$ cat config.mk
export PLATFORM = sky130hd
export DESIGN_NAME = uart_trans
export DESIGN_NICKNAME = d
export VERILOG_FILES = /design/src/rtl/uart_pkg.sv /design/src/rtl/uart_baud_tick.sv /design/src/rtl/uart_trans.sv
export SDC_FILE = /design/constraint.sdc
export NUM_CORES = 1
export LEC_CHECK = 0
export BUFFER_PORTS_ARGS = -buffer_cell sky130_fd_sc_hd__buf_2
export CORE_MARGIN = 2
export CORE_UTILIZATION = 45
export DETAILED_ROUTE_END_ITERATION = 7
export PLACE_DENSITY = 0.67
export SYNTH_ARGS = -nofsm -noshare
export SYNTH_HDL_FRONTEND = slang
export SYNTH_SLANG_ARGS = --single-unit
$ cat constraint.sdc
create_clock -name clk -period 1.9 [get_ports clk]
set_clock_uncertainty 0.15 [all_clocks]
set_input_delay 0 -clock clk [delete_from_list [all_inputs] [get_ports clk]]
set_output_delay 0 -clock clk [all_outputs]
set_load 0.02 [all_outputs]
$ cat src/rtl/uart_pkg.sv
// Shared UART definitions: transmitter state encoding and default link parameters.
// Used by both the transmitter and the receiver side.
package uart_pkg;

    typedef enum logic [1:0] {
        IDLE,
        ANNOUNCE,
        LEAD,
        DATA
    } tx_state_t;

    localparam int UART_PACKET_SIZE = 16;
    localparam int UART_CYCLE_DIV   = 100;
    localparam int UART_LEAD_CYCLES = 3;

endpackage

$ cat src/rtl/uart_baud_tick.sv
// Restartable bit-period divider: counts 0..cycleDiv-1 while enabled and flags the last cycle.
// The clear input re-phases the period to the cycle after it is asserted.
module uart_baud_tick
    import uart_pkg::*;
#(
    parameter int cycleDiv = UART_CYCLE_DIV
) (
    input  logic clk,
    input  logic reset,
    input  logic clear,
    input  logic en,
    output logic tick
);

    localparam int CNT_W = (cycleDiv > 1) ? $clog2(cycleDiv) : 1;

    logic [CNT_W-1:0] cnt_q, cnt_d;

    assign tick = en && (cnt_q == CNT_W'(cycleDiv - 1));

    always_comb begin
        cnt_d = cnt_q;
        if (clear || tick) begin
            cnt_d = '0;
        end else if (en) begin
            cnt_d = cnt_q + CNT_W'(1);
        end
    end

    always_ff @(posedge clk) begin
        if (reset) begin
            cnt_q <= '0;
        end else begin
            cnt_q <= cnt_d;
        end
    end

endmodule

$ cat src/rtl/uart_trans.sv
// UART transmitter: announces a word on recSig, waits out the lead periods, then shifts
// the captured word onto bsOut LSB-first. All outputs come straight from flops.
module uart_trans
    import uart_pkg::*;
#(
    parameter int packetSize = UART_PACKET_SIZE,
    parameter int cycleDiv   = UART_CYCLE_DIV,
    parameter int leadCycles = UART_LEAD_CYCLES
) (
    input  logic                  clk,
    input  logic                  reset,
    input  logic                  start,
    input  logic [packetSize-1:0] data,
    output logic                  busy,
    output logic                  done,
    output logic                  recSig,
    output logic                  bsOut
);

    localparam int BIT_W  = $clog2(packetSize + 1);
    localparam int LEAD_W = $clog2(leadCycles + 1);

    tx_state_t             state_q, state_d;
    logic [packetSize-1:0] shadow_q, shadow_d;
    logic [BIT_W-1:0]      bit_cnt_q, bit_cnt_d;
    logic [LEAD_W-1:0]     lead_cnt_q, lead_cnt_d;
    logic                  busy_q, busy_d;
    logic                  done_q, done_d;
    logic                  rec_sig_q, rec_sig_d;
    logic                  bs_out_q, bs_out_d;
    logic                  accept;
    logic                  tick;

    assign accept = (state_q == IDLE) && start;

    uart_baud_tick #(
        .cycleDiv(cycleDiv)
    ) u_baud_tick (
        .clk  (clk),
        .reset(reset),
        .clear(accept),
        .en   (state_q != IDLE),
        .tick (tick)
    );

    // NOTE: every variable gets its default first so no path through the case infers a latch.
    always_comb begin
        state_d    = state_q;
        shadow_d   = shadow_q;
        bit_cnt_d  = bit_cnt_q;
        lead_cnt_d = lead_cnt_q;

        case (state_q)
            IDLE: begin
                if (start) begin
                    state_d    = ANNOUNCE;
                    shadow_d   = data;
                    bit_cnt_d  = '0;
                    lead_cnt_d = '0;
                end
            end
            ANNOUNCE: begin
                if (tick) begin
                    // lead_cnt counts completed pre-data periods, announce included.
                    lead_cnt_d = LEAD_W'(1);
                    state_d    = (leadCycles == 1) ? DATA : LEAD;
                end
            end
            LEAD: begin
                if (tick) begin
                    if (lead_cnt_q == LEAD_W'(leadCycles - 1)) begin
                        state_d = DATA;
                    end else begin
                        lead_cnt_d = lead_cnt_q + LEAD_W'(1);
                    end
                end
            end
            DATA: begin
                if (tick) begin
                    shadow_d  = shadow_q >> 1;
                    bit_cnt_d = bit_cnt_q + BIT_W'(1);
                    if (bit_cnt_q == BIT_W'(packetSize - 1)) begin
                        state_d = IDLE;
                    end
                end
            end
            default: state_d = IDLE;
        endcase

        // Outputs are decoded from next state so the flops present them in the state's first cycle.
        busy_d    = (state_d != IDLE);
        rec_sig_d = (state_d == ANNOUNCE);
        bs_out_d  = (state_d == DATA) && shadow_d[0];
        done_d    = (state_q == DATA) && (state_d == IDLE);
    end

    // NOTE: sequential state uses non-blocking assignments so every flop samples pre-edge values.
    always_ff @(posedge clk) begin
        if (reset) begin
            state_q    <= IDLE;
            shadow_q   <= '0;
            bit_cnt_q  <= '0;
            lead_cnt_q <= '0;
            busy_q     <= 1'b0;
            done_q     <= 1'b0;
            rec_sig_q  <= 1'b0;
            bs_out_q   <= 1'b0;
        end else begin
            state_q    <= state_d;
            shadow_q   <= shadow_d;
            bit_cnt_q  <= bit_cnt_d;
            lead_cnt_q <= lead_cnt_d;
            busy_q     <= busy_d;
            done_q     <= done_d;
            rec_sig_q  <= rec_sig_d;
            bs_out_q   <= bs_out_d;
        end
    end

    assign busy   = busy_q;
    assign done   = done_q;
    assign recSig = rec_sig_q;
    assign bsOut  = bs_out_q;

endmodule

# Word level (Yosys, flattened, before mapping)
# Cells that the tools add are included.
dict set report totals {
  out_inout_bits 4
  ff_bits 36
}
dict set report op_classes {
  add_sub_neg 3
  mux 18
  reduce_logical 14
  n_eq_ne 13
}
# operator count
set op_table {}
lappend op_table {{two-way mux 16 bit} 2}
lappend op_table {{case mux 16 bit (2 select lines)} 1}
lappend op_table {{two-way mux 2 bit} 10}
lappend op_table {{two-way mux 5 bit} 2}
lappend op_table {{case mux 5 bit (2 select lines)} 1}
lappend op_table {{equality test 2 bit, second input constant} 4}
lappend op_table {{case mux 2 bit (4 select lines)} 1}
lappend op_table {{adder 7 x 1 -> 7 bit, second input constant} 1}
lappend op_table {{equality test 7 bit, second input constant} 1}
lappend op_table {{inequality test 2 x 1 -> 1 bit, second input constant} 3}
lappend op_table {{case mux 2 bit (3 select lines)} 1}
lappend op_table {{nonzero test 2 bit} 3}
lappend op_table {{adder 5 x 1 -> 5 bit, second input constant} 1}
lappend op_table {{equality test 5 x 4 -> 1 bit, second input constant} 1}
lappend op_table {{AND reduction 5 bit} 1}
lappend op_table {{equality test 2 x 1 -> 1 bit, second input constant} 2}
lappend op_table {{logical AND 1 bit} 4}
lappend op_table {{zero test 2 bit} 2}
lappend op_table {{inequality test 2 bit, second input constant} 2}
lappend op_table {{AND reduction 3 bit} 1}
lappend op_table {{nonzero test 3 bit} 1}
lappend op_table {{adder 2 x 1 -> 2 bit, second input constant} 1}
lappend op_table {{OR reduction 2 bit} 1}
lappend op_table {{logical OR 1 bit} 1}

# Depth between registers and ports, before layout
# Gate-level depths: netlist of the first run.
dict set report depth {
  depth_word 6
  ltp_mapped 9
  mapped_depth_nobuf 7
}

# Hierarchy
# Synthesis of the first run repeated with hierarchy kept, for this count alone.
dict set report unflattened {
  hier_cells 181
  area_unflattened_um2 1791.7
}
# mod seq_area_each_um2 area_per_inst_um2 instances cells_each
set by_module_without_submodules {}
lappend by_module_without_submodules {uart_trans 580.6 1427.6 1 145}
lappend by_module_without_submodules {uart_baud_tick 140.1 364.1 1 36}

# Least setup slack after synthesis of the first run
# Ideal clock, no wire load.
dict set report synth_path {
  path_type {register -> register}
  startpoint {reg state_q[0]}
  endpoint {reg done_q (netlist: done)}
  setup_slack_ps -131
  path_buffers 1
  arrival_ps 1765
  path_stages_with_launch 9
  cell_sequence {dfxtp_1 inv_1 ha_1 buf_2 nand2_1 o311ai_0 a31o_2 a32o_1 and4_1}
}
dict set report synth_via {
  elab_chain_cells 6
  elab_cells_between_ends 15
  cone_classes {eq/ne (3); mux (7); reduce/logical (5)}
}
# element line_no
set synth_rtl {}
lappend synth_rtl {{from (decl)} uart_trans.sv:23} ;# tx_state_t state_q, state_d;
lappend synth_rtl {{from (signal assigned)} uart_trans.sv:109} ;# state_q <= state_d;
lappend synth_rtl {{nonzero test 2 bit} uart_trans.sv:42} ;# .en (state_q != IDLE),
lappend synth_rtl {{logical AND 1 bit} uart_baud_tick.sv:19} ;# assign tick = en && (cnt_q == CNT_W'(cycleDiv - 1));
lappend synth_rtl {{two-way mux 2 bit (on tied branches)} {uart_trans.sv:79, uart_trans.sv:63, uart_trans.sv:70}}
lappend synth_rtl {{case mux 2 bit (4 select lines)} uart_trans.sv:53} ;# case (state_q)
lappend synth_rtl {{zero test 2 bit} uart_trans.sv:94} ;# done_d = (state_q == DATA) && (state_d == IDLE);
lappend synth_rtl {{logical AND 1 bit *} uart_trans.sv:94}
lappend synth_rtl {{to (signal assigned)} uart_trans.sv:114} ;# done_q <= done_d;
lappend synth_rtl {{to (decl)} uart_trans.sv:28} ;# logic done_q, done_d;
# Every way passes the cells marked *; elsewhere a longest branch is shown, timed or not.
# A chain may end at the register's enable or synchronous reset.

# Worst setup path in the final report of the first run
dict set report layout_path {
  startpoint {reg state_q[1]}
  endpoint {reg done_q (netlist: done)}
}
# Same word-level chain as after synthesis.

==> metrics.md, run 1 <==
| Metric | Value |
|---|---|
| Hold Path Cell Cnt | 5 |
| Setup ws final | 17.6 ps |
| Vias/cell | 5.40 |
| Die footprint | 4480 sq um |
| Final hold viol count | 0 |
| DR DRC count | 0 |
| Sequential fraction of the synthesis area | 40.4% |
| GP Congestion | 0.862 |
| Unique cell type count in the Yosys netlist | 42 |
| CTS Root Cell | clkbuf_8 |
| Synthesis warning total | 0 |
| # IOs | 23 |
| PortBufs | 22 |
| Top cells by count, synth | 36 x dfxtp_1, 18 x nor2_1, 14 x a22oi_1 |
| Maxcap violations | 0 |
| Routed wire per std cell | 14.6 um |
| Syn avg cell area | 10.4 sq um |
| Dpl ws | -241 ps |
| Clock power share | 33.0% |
| Slew headroom | 67.5% |
| Worst r2r src | state_q[1]$_SDFF_PP0_ |
| CTS tree | done |
| Syn Inst Count | 172 |
| Clock sinks | 36 |
| Largest cells by area after synthesis | dfxtp_1 40%, o2bb2ai_2 9.3%, ha_1 6.3%, a22oi_1 5.9%, nor2_1 3.8% |
| Top-count cell post-synth | dfxtp_1 |
| Sequential share of power | 50.2% |
| Launch point of the worst hold path | start |
| N_diodes | 0 |
| Mapped Area | 1780 sq um |
| Largest area contributor in the netlist | dfxtp_1 |
| Worst setup SP type | flip-flop |
| Vias in the first global route | 1528 |
| Die W | 67.0 um |
| Worst vdd ir | 0.456 mV |
| Max Slew Vio Count | 0 |
| Starting density of the core | 47.7% |
| Logic pwr share | 16.7% |
| EDFF count, synth | 0 |
| Worst-Margin Slew | 486 ps |
| Hold_ws | 154 ps |
| Unrepaired setup endpoints after global routing | yes |
| Tot Pwr | 1.57 mW |
| Util after Layout | 65.9% |
| Row cnt | 22 |
| Peak Freq | 0.531 GHz |
| Syn nets | 200 |
| Total Routed Length | 4120 um |
| Die height | 67.0 um |
| Reg2reg end | done$_SDFF_PP0_ |
| Routed vias | 1524 |
| Fraction of layout cells with a size suffix above 1 | 41.0% |
| Worst-path clk slew | 70 ps |
| H-tree depth | 2 |
| Worst EP required | 1930 ps |
| Sw frac | 26.4% |
| HPWL Detailed | 2780 um |
| First-pass GRT wire length | 6860 um |
| Worst hold endpoint | lead_cnt_q[0]$_SDFFE_PP0P_ |
| Commonest register cell after synthesis | dfxtp_1 |
| Largest net degree at the start of global routing | 16 |
| Critical path arrival | 1910 ps |
| Final period util | 99.1% |
| Ys async rst share | 0% |
| Worst skew pair latency | 280 ps |
| Post-synth top area share | 40.4% |
| Fin nets | 262 |
| Pleak | 0.973 nW |
| Tmin final | 1880 ps |
| Total core area | 3740 sq um |
| TritonCTS buffer count | 5 |
| CTS Buffer Depth | 2 |
| Gr usage total | 20.1% |
| Switch Pwr | 0.413 mW |
| Reg2reg path depth | 7 |
| Worst-path maximum fanout | 5 |
| Final setup viols | 0 |
| Drt first pass iters | 4 |
| Int Pwr | 1.15 mW |
| Status | finished clean |
| Setup crit end kind | flip-flop |
| Layout area overhead | 38.3% |
| DRT iter0 DRCs | 62 |
| Crit Path Category | reg2reg |
| Congestion Overflow GR | 0 |
| ANT nets after route | 0 |
| Yosys reg bits | 36 |
| R2r setup slk | 20 ps |
| Hold Path Class | in2reg |
| Pwr/cell area | 635 nW/um^2 |
| Setup TNS | 0 ps |
| Initial antenna violation count | 0 |
[placed cells by master (no fill, tap or decap), types with 5 or more instances in the layout]
master,instances
a22oi_1,14
nor2_1,18
ha_1,5
clkbuf_8,5
xor2_1,5
dfxtp_1,33
buf_2,22
buf_4,20
nand3_1,6
inv_1,7
o2bb2ai_2,12
dlygate4sd3_1,17
[routing by layer]
| layer | global-route usage (%) | vias to the layer above | wire length (um) |
|---|---|---|---|
| met2 | 35.4 | 34 | 2100 |
| li1 | - | 751 | - |
| met4 | 5.36 | 0 | 32 |
| met1 | 25.2 | 735 | 1890 |
| met3 | 3.55 | 4 | 102 |
| met5 | 0 | - | 0 |
[final cells by class]
cell class                 count  area (sq um)
clock inverter                 2          12.5
inverter                      10          37.5
multi-input combinational    119          1100
clock buffer                   5          68.8
timing repair buffer          62           464
sequential                    36           724
fill                         309          1280
tap                           48          60.1
[cells by family after synthesis]
family                     count (synthesis)  synth area share [%]
buffers and inverters                     17                  4.56
and+or+nand+nor                           51                  17.4
DFF                                       36                  40.4
muxes                                      3                  1.68
xor gates and xnor gates                   8                  3.93
adders and majority gates                  9                  6.31
AOI/OAI and AO/OA                         48                  25.7
[critical path: stages, from the launching register on]
cell	delay, ps
dfxtp_2	330
buf_4	110
buf_4	120
ha_1	200
inv_2	80
and3_1	190
o311a_4	390
and4_1	200
[repair_timing]
| action | 4_1_cts | 5_1_grt |
|---|---|---|
| gates resized for setup | 11 | 13 |
| hold buffers | 17 | 0 |
| pin swaps | 3 | 9 |
| buffers inserted | 1 | 1 |
| endpoints found under the setup margin | 21 | 24 |
| hold endpoints to repair | 23 | 0 |
[power groups by stage]
stage	sequential, mW	clock, mW	combinational [mW]
after detailed placement	0.803	0	0.207
after floorplan	0.808	0	0.129
after CTS	0.787	0.529	0.251
after global routing	0.789	0.564	0.283
final	0.787	0.517	0.262
after global placement	0.803	0	0.200
[sequential cells by signal, indices dropped and copies added (netlist names)]
name / flops
shadow_q: 16
u_baud_tick.cnt_q: 7
bit_cnt_q: 5
lead_cnt_q: 2
state_q: 2
bsOut: 1
busy: 1
done: 1
recSig: 1
[how the worst max path moves through the flow]
stage / startpoint / endpoint / slack, ps / depth (start not counted)
global route: state_q[0]$_SDFF_PP0_ / lead_cnt_q[0]$_SDFFE_PP0P_ / -60 / 8
detailed placement: state_q[0]$_SDFF_PP0_ / shadow_q[4]$_SDFFE_PP0P_ / -240 / 7
floorplan: state_q[0]$_SDFF_PP0_ / done$_SDFF_PP0_ / 0.8 / 8
global placement: state_q[0]$_SDFF_PP0_ / shadow_q[4]$_SDFFE_PP0P_ / -150 / 7
finish: state_q[1]$_SDFF_PP0_ / done$_SDFF_PP0_ / 20 / 7
CTS: state_q[0]$_SDFF_PP0_ / lead_cnt_q[0]$_SDFFE_PP0P_ / 7 / 7
[through the flow]
step	instances	instance area, sq um
2_1_floorplan	172	1800
3_3_place_gp	256	2090
3_5_place_dp	256	2090
4_1_cts	281	2410
5_1_grt	282	2470
6_report	282	2470
Note: power is estimated with default switching activity, not from simulation.
==> run 2: changes to the inputs <==
--- a/config.mk
+++ b/config.mk
@@ -10,6 +10,7 @@
 export CORE_UTILIZATION = 45
 export DETAILED_ROUTE_END_ITERATION = 7
 export PLACE_DENSITY = 0.67
+export SETUP_SLACK_MARGIN = 0.2
 export SYNTH_ARGS = -nofsm -noshare
 export SYNTH_HDL_FRONTEND = slang
 export SYNTH_SLANG_ARGS = --single-unit
==> run 2 against run 1 <==
Flip-flop and latch count unchanged. Wire length up 3.5%. Worst hold slack got worse by 14 ps. Final area rose by 0.56%. First-iteration DRC count grew 76%. Critical endpoint is now lead_cnt_q[0]$_SDFFE_PP0P_.
==> metrics.md, run 2 (synthesis results as in run 1) <==
| Metric | Value |
|---|---|
| Total core area | 3740 sq um (unchanged) |
| Hold_ws | 140 ps (-14.4 ps) |
| CTS tree | done |
| Clock sinks | 36 (unchanged) |
| Worst skew pair latency | 280 ps (about the same) |
| CTS Buffer Depth | 2 (unchanged) |
| First-pass GRT wire length | 7280 um (+6.1%) |
| PortBufs | 22 (unchanged) |
| DR DRC count | 0 (unchanged) |
| Fill count | 305 (-1.3%) |
| Worst-Margin Slew | 346 ps (-139 ps) |
| Worst EP required | 1930 ps (about the same) |
| Most common cell after layout, fill and taps aside | dfxtp_1 |
| Drt first pass iters | 5 (+1) |
| Pleak | 0.979 nW (+0.65%) |
| Layout area overhead | 39.1% |
| Unrepaired setup endpoints after global routing | yes |
| Setup crit end kind | flip-flop |
| Total Routed Length | 4270 um (+3.5%) |
| Status | finished clean |
| Slew headroom | 76.9% (+9.4 points) |
| Die height | 67.0 um (unchanged) |
| Vias/cell | 5.45 (+0.91%) |
| Pwr/cell area | 647 nW/um^2 (+1.9%) |
| Die footprint | 4480 sq um (unchanged) |
| HPWL Detailed | 2960 um (+6.2%) |
| Largest net degree at the start of global routing | 16 (unchanged) |
| CTS Root Cell | clkbuf_8 |
| Met2 wire length | 2220 um (+5.9%) |
| Congestion Overflow GR | 0 (unchanged) |
| Max layer used | met4 |
| Tot Pwr | 1.61 mW (+2.5%) |
| TritonCTS buffer count | 5 (unchanged) |
| Initial antenna violation count | 0 (unchanged) |
| N_diodes | 0 (unchanged) |
| Biggest regs | shadow_q x16, u_baud_tick.cnt_q x7, bit_cnt_q x5 |
| Commonest non-fill, non-tap cells in the layout | 33 x dfxtp_1, 22 x buf_2, 17 x dlygate4sd3_1, 17 x buf_4, 14 x a22oi_1 |
| Worst vdd ir | 0.576 mV (+26%) |
| Vias in the first global route | 1575 (+3.1%) |
| Worst-path maximum fanout | 5 (unchanged) |
| Routed wire per std cell | 15.2 um (+4.2%) |
| Die W | 67.0 um (unchanged) |
| Final period util | 99.6% (+0.55 points) |
| Hold Path Class | in2reg |
| Maxcap violations | 0 (unchanged) |
| Fraction of layout cells with a size suffix above 1 | 42.7% (+1.6 points) |
| ANT nets after route | 0 (unchanged) |
| WL met1 | 1770 um (-6.6%) |
| H-tree depth | 2 (unchanged) |
| GP Congestion | 0.866 (+0.48%) |
| Worst setup SP type | flip-flop |
| Worst-path clk slew | 70 ps (about the same) |
| Crit Path Category | reg2reg |
| Fin nets | 259 (-1.1%) |
| Top reg by flops | shadow_q |
| DRT iter0 DRCs | 109 (+76%) |
| Critical path arrival | 1920 ps (about the same) |
| Routed met3 length | 179 um (+75%) |
| # IOs | 23 (unchanged) |
| Gr usage total | 21.9% (+1.8 points) |
| Tmin final | 1890 ps (+10.5 ps) |
| Starting density of the core | 47.7% (unchanged) |
| Max Slew Vio Count | 0 (unchanged) |
| Routed vias | 1527 (+0.20%) |
| Final hold viol count | 0 (unchanged) |
| Max reg flops | 16 (unchanged) |
| Final setup viols | 0 (unchanged) |
| Peak Freq | 0.528 GHz (-0.55%) |
| Row cnt | 22 (unchanged) |
==> run 2: where the power goes <==
| part | leakage, nW | total (mW) | internal, mW | switching, mW |
|---|---|---|---|---|
| registers | 0.294 | 0.788 | 0.774 | 0.0136 |
| logic | 0.640 | 0.268 | 0.133 | 0.135 |
| clock network | 0.0455 | 0.551 | 0.296 | 0.255 |
==> run 2: worst max-delay path, stage by stage (launching register included) <==
cell and delay (ps):
dfxtp_4 380, inv_4 40, ha_4 150, nand4bb_4 270, or2_4 310, o2bb2ai_4 170
nand2_2 90, o41ai_2 240
==> run 2: through the flow <==
stage	setup slack, ps	utilization (%)	instances	instance area, sq um	setup TNS (ps)
after floorplan	67.9	-	172	1860	0
after global placement	33.1	56.5	251	2110	0
after detailed placement	-11.4	56.5	251	2110	-11.4
after CTS	35.3	64.6	278	2420	0
after global routing	-57.1	66.3	280	2480	-690
final	7.12	66.3	280	2480	0
==> run 2: routing by layer <==
layer  GRT usage [%]  vias to the layer above
met3            5.57                       16
li1                -                      747
met5               0                        -
met1            25.4                      714
met4            8.93                        0
met2            38.3                       50
==> run 2: path summary, 6_finish.rpt <==
check,start,endpoint,slack (ps),cells after the start
worst max-delay path,state_q[1]$_SDFF_PP0_,lead_cnt_q[0]$_SDFFE_PP0P_,7,7
worst min-delay path,start,u_baud_tick.cnt_q[3]$_SDFFE_PP0N_,140,5
worst max register to register,state_q[1]$_SDFF_PP0_,lead_cnt_q[0]$_SDFFE_PP0P_,7,7
worst min register to register,shadow_q[1]$_SDFFE_PP0P_,shadow_q[1]$_SDFFE_PP0P_,330,1
==> run 2: area by class of cell <==
class / instances / area (sq um) / share of cell area, %
timing repair buffer: 59 / 450 / 18.2
tap: 48 / 60.1 / 2.42
multi-input combinational: 119 / 1110 / 44.7
inverter: 10 / 42.5 / 1.71
sequential: 36 / 729 / 29.4
clock buffer: 8 / 90.1 / 3.63
==> run 2: what timing repair did <==
action | 4_1_cts | 5_1_grt
resized for setup | 9 | 16
setup buffers | 2 | 2
hold buffers | 17 | 0
endpoints found under the setup margin | 36 | 36
hold endpoints to repair | 23 | 0
pin swaps | 9 | 13
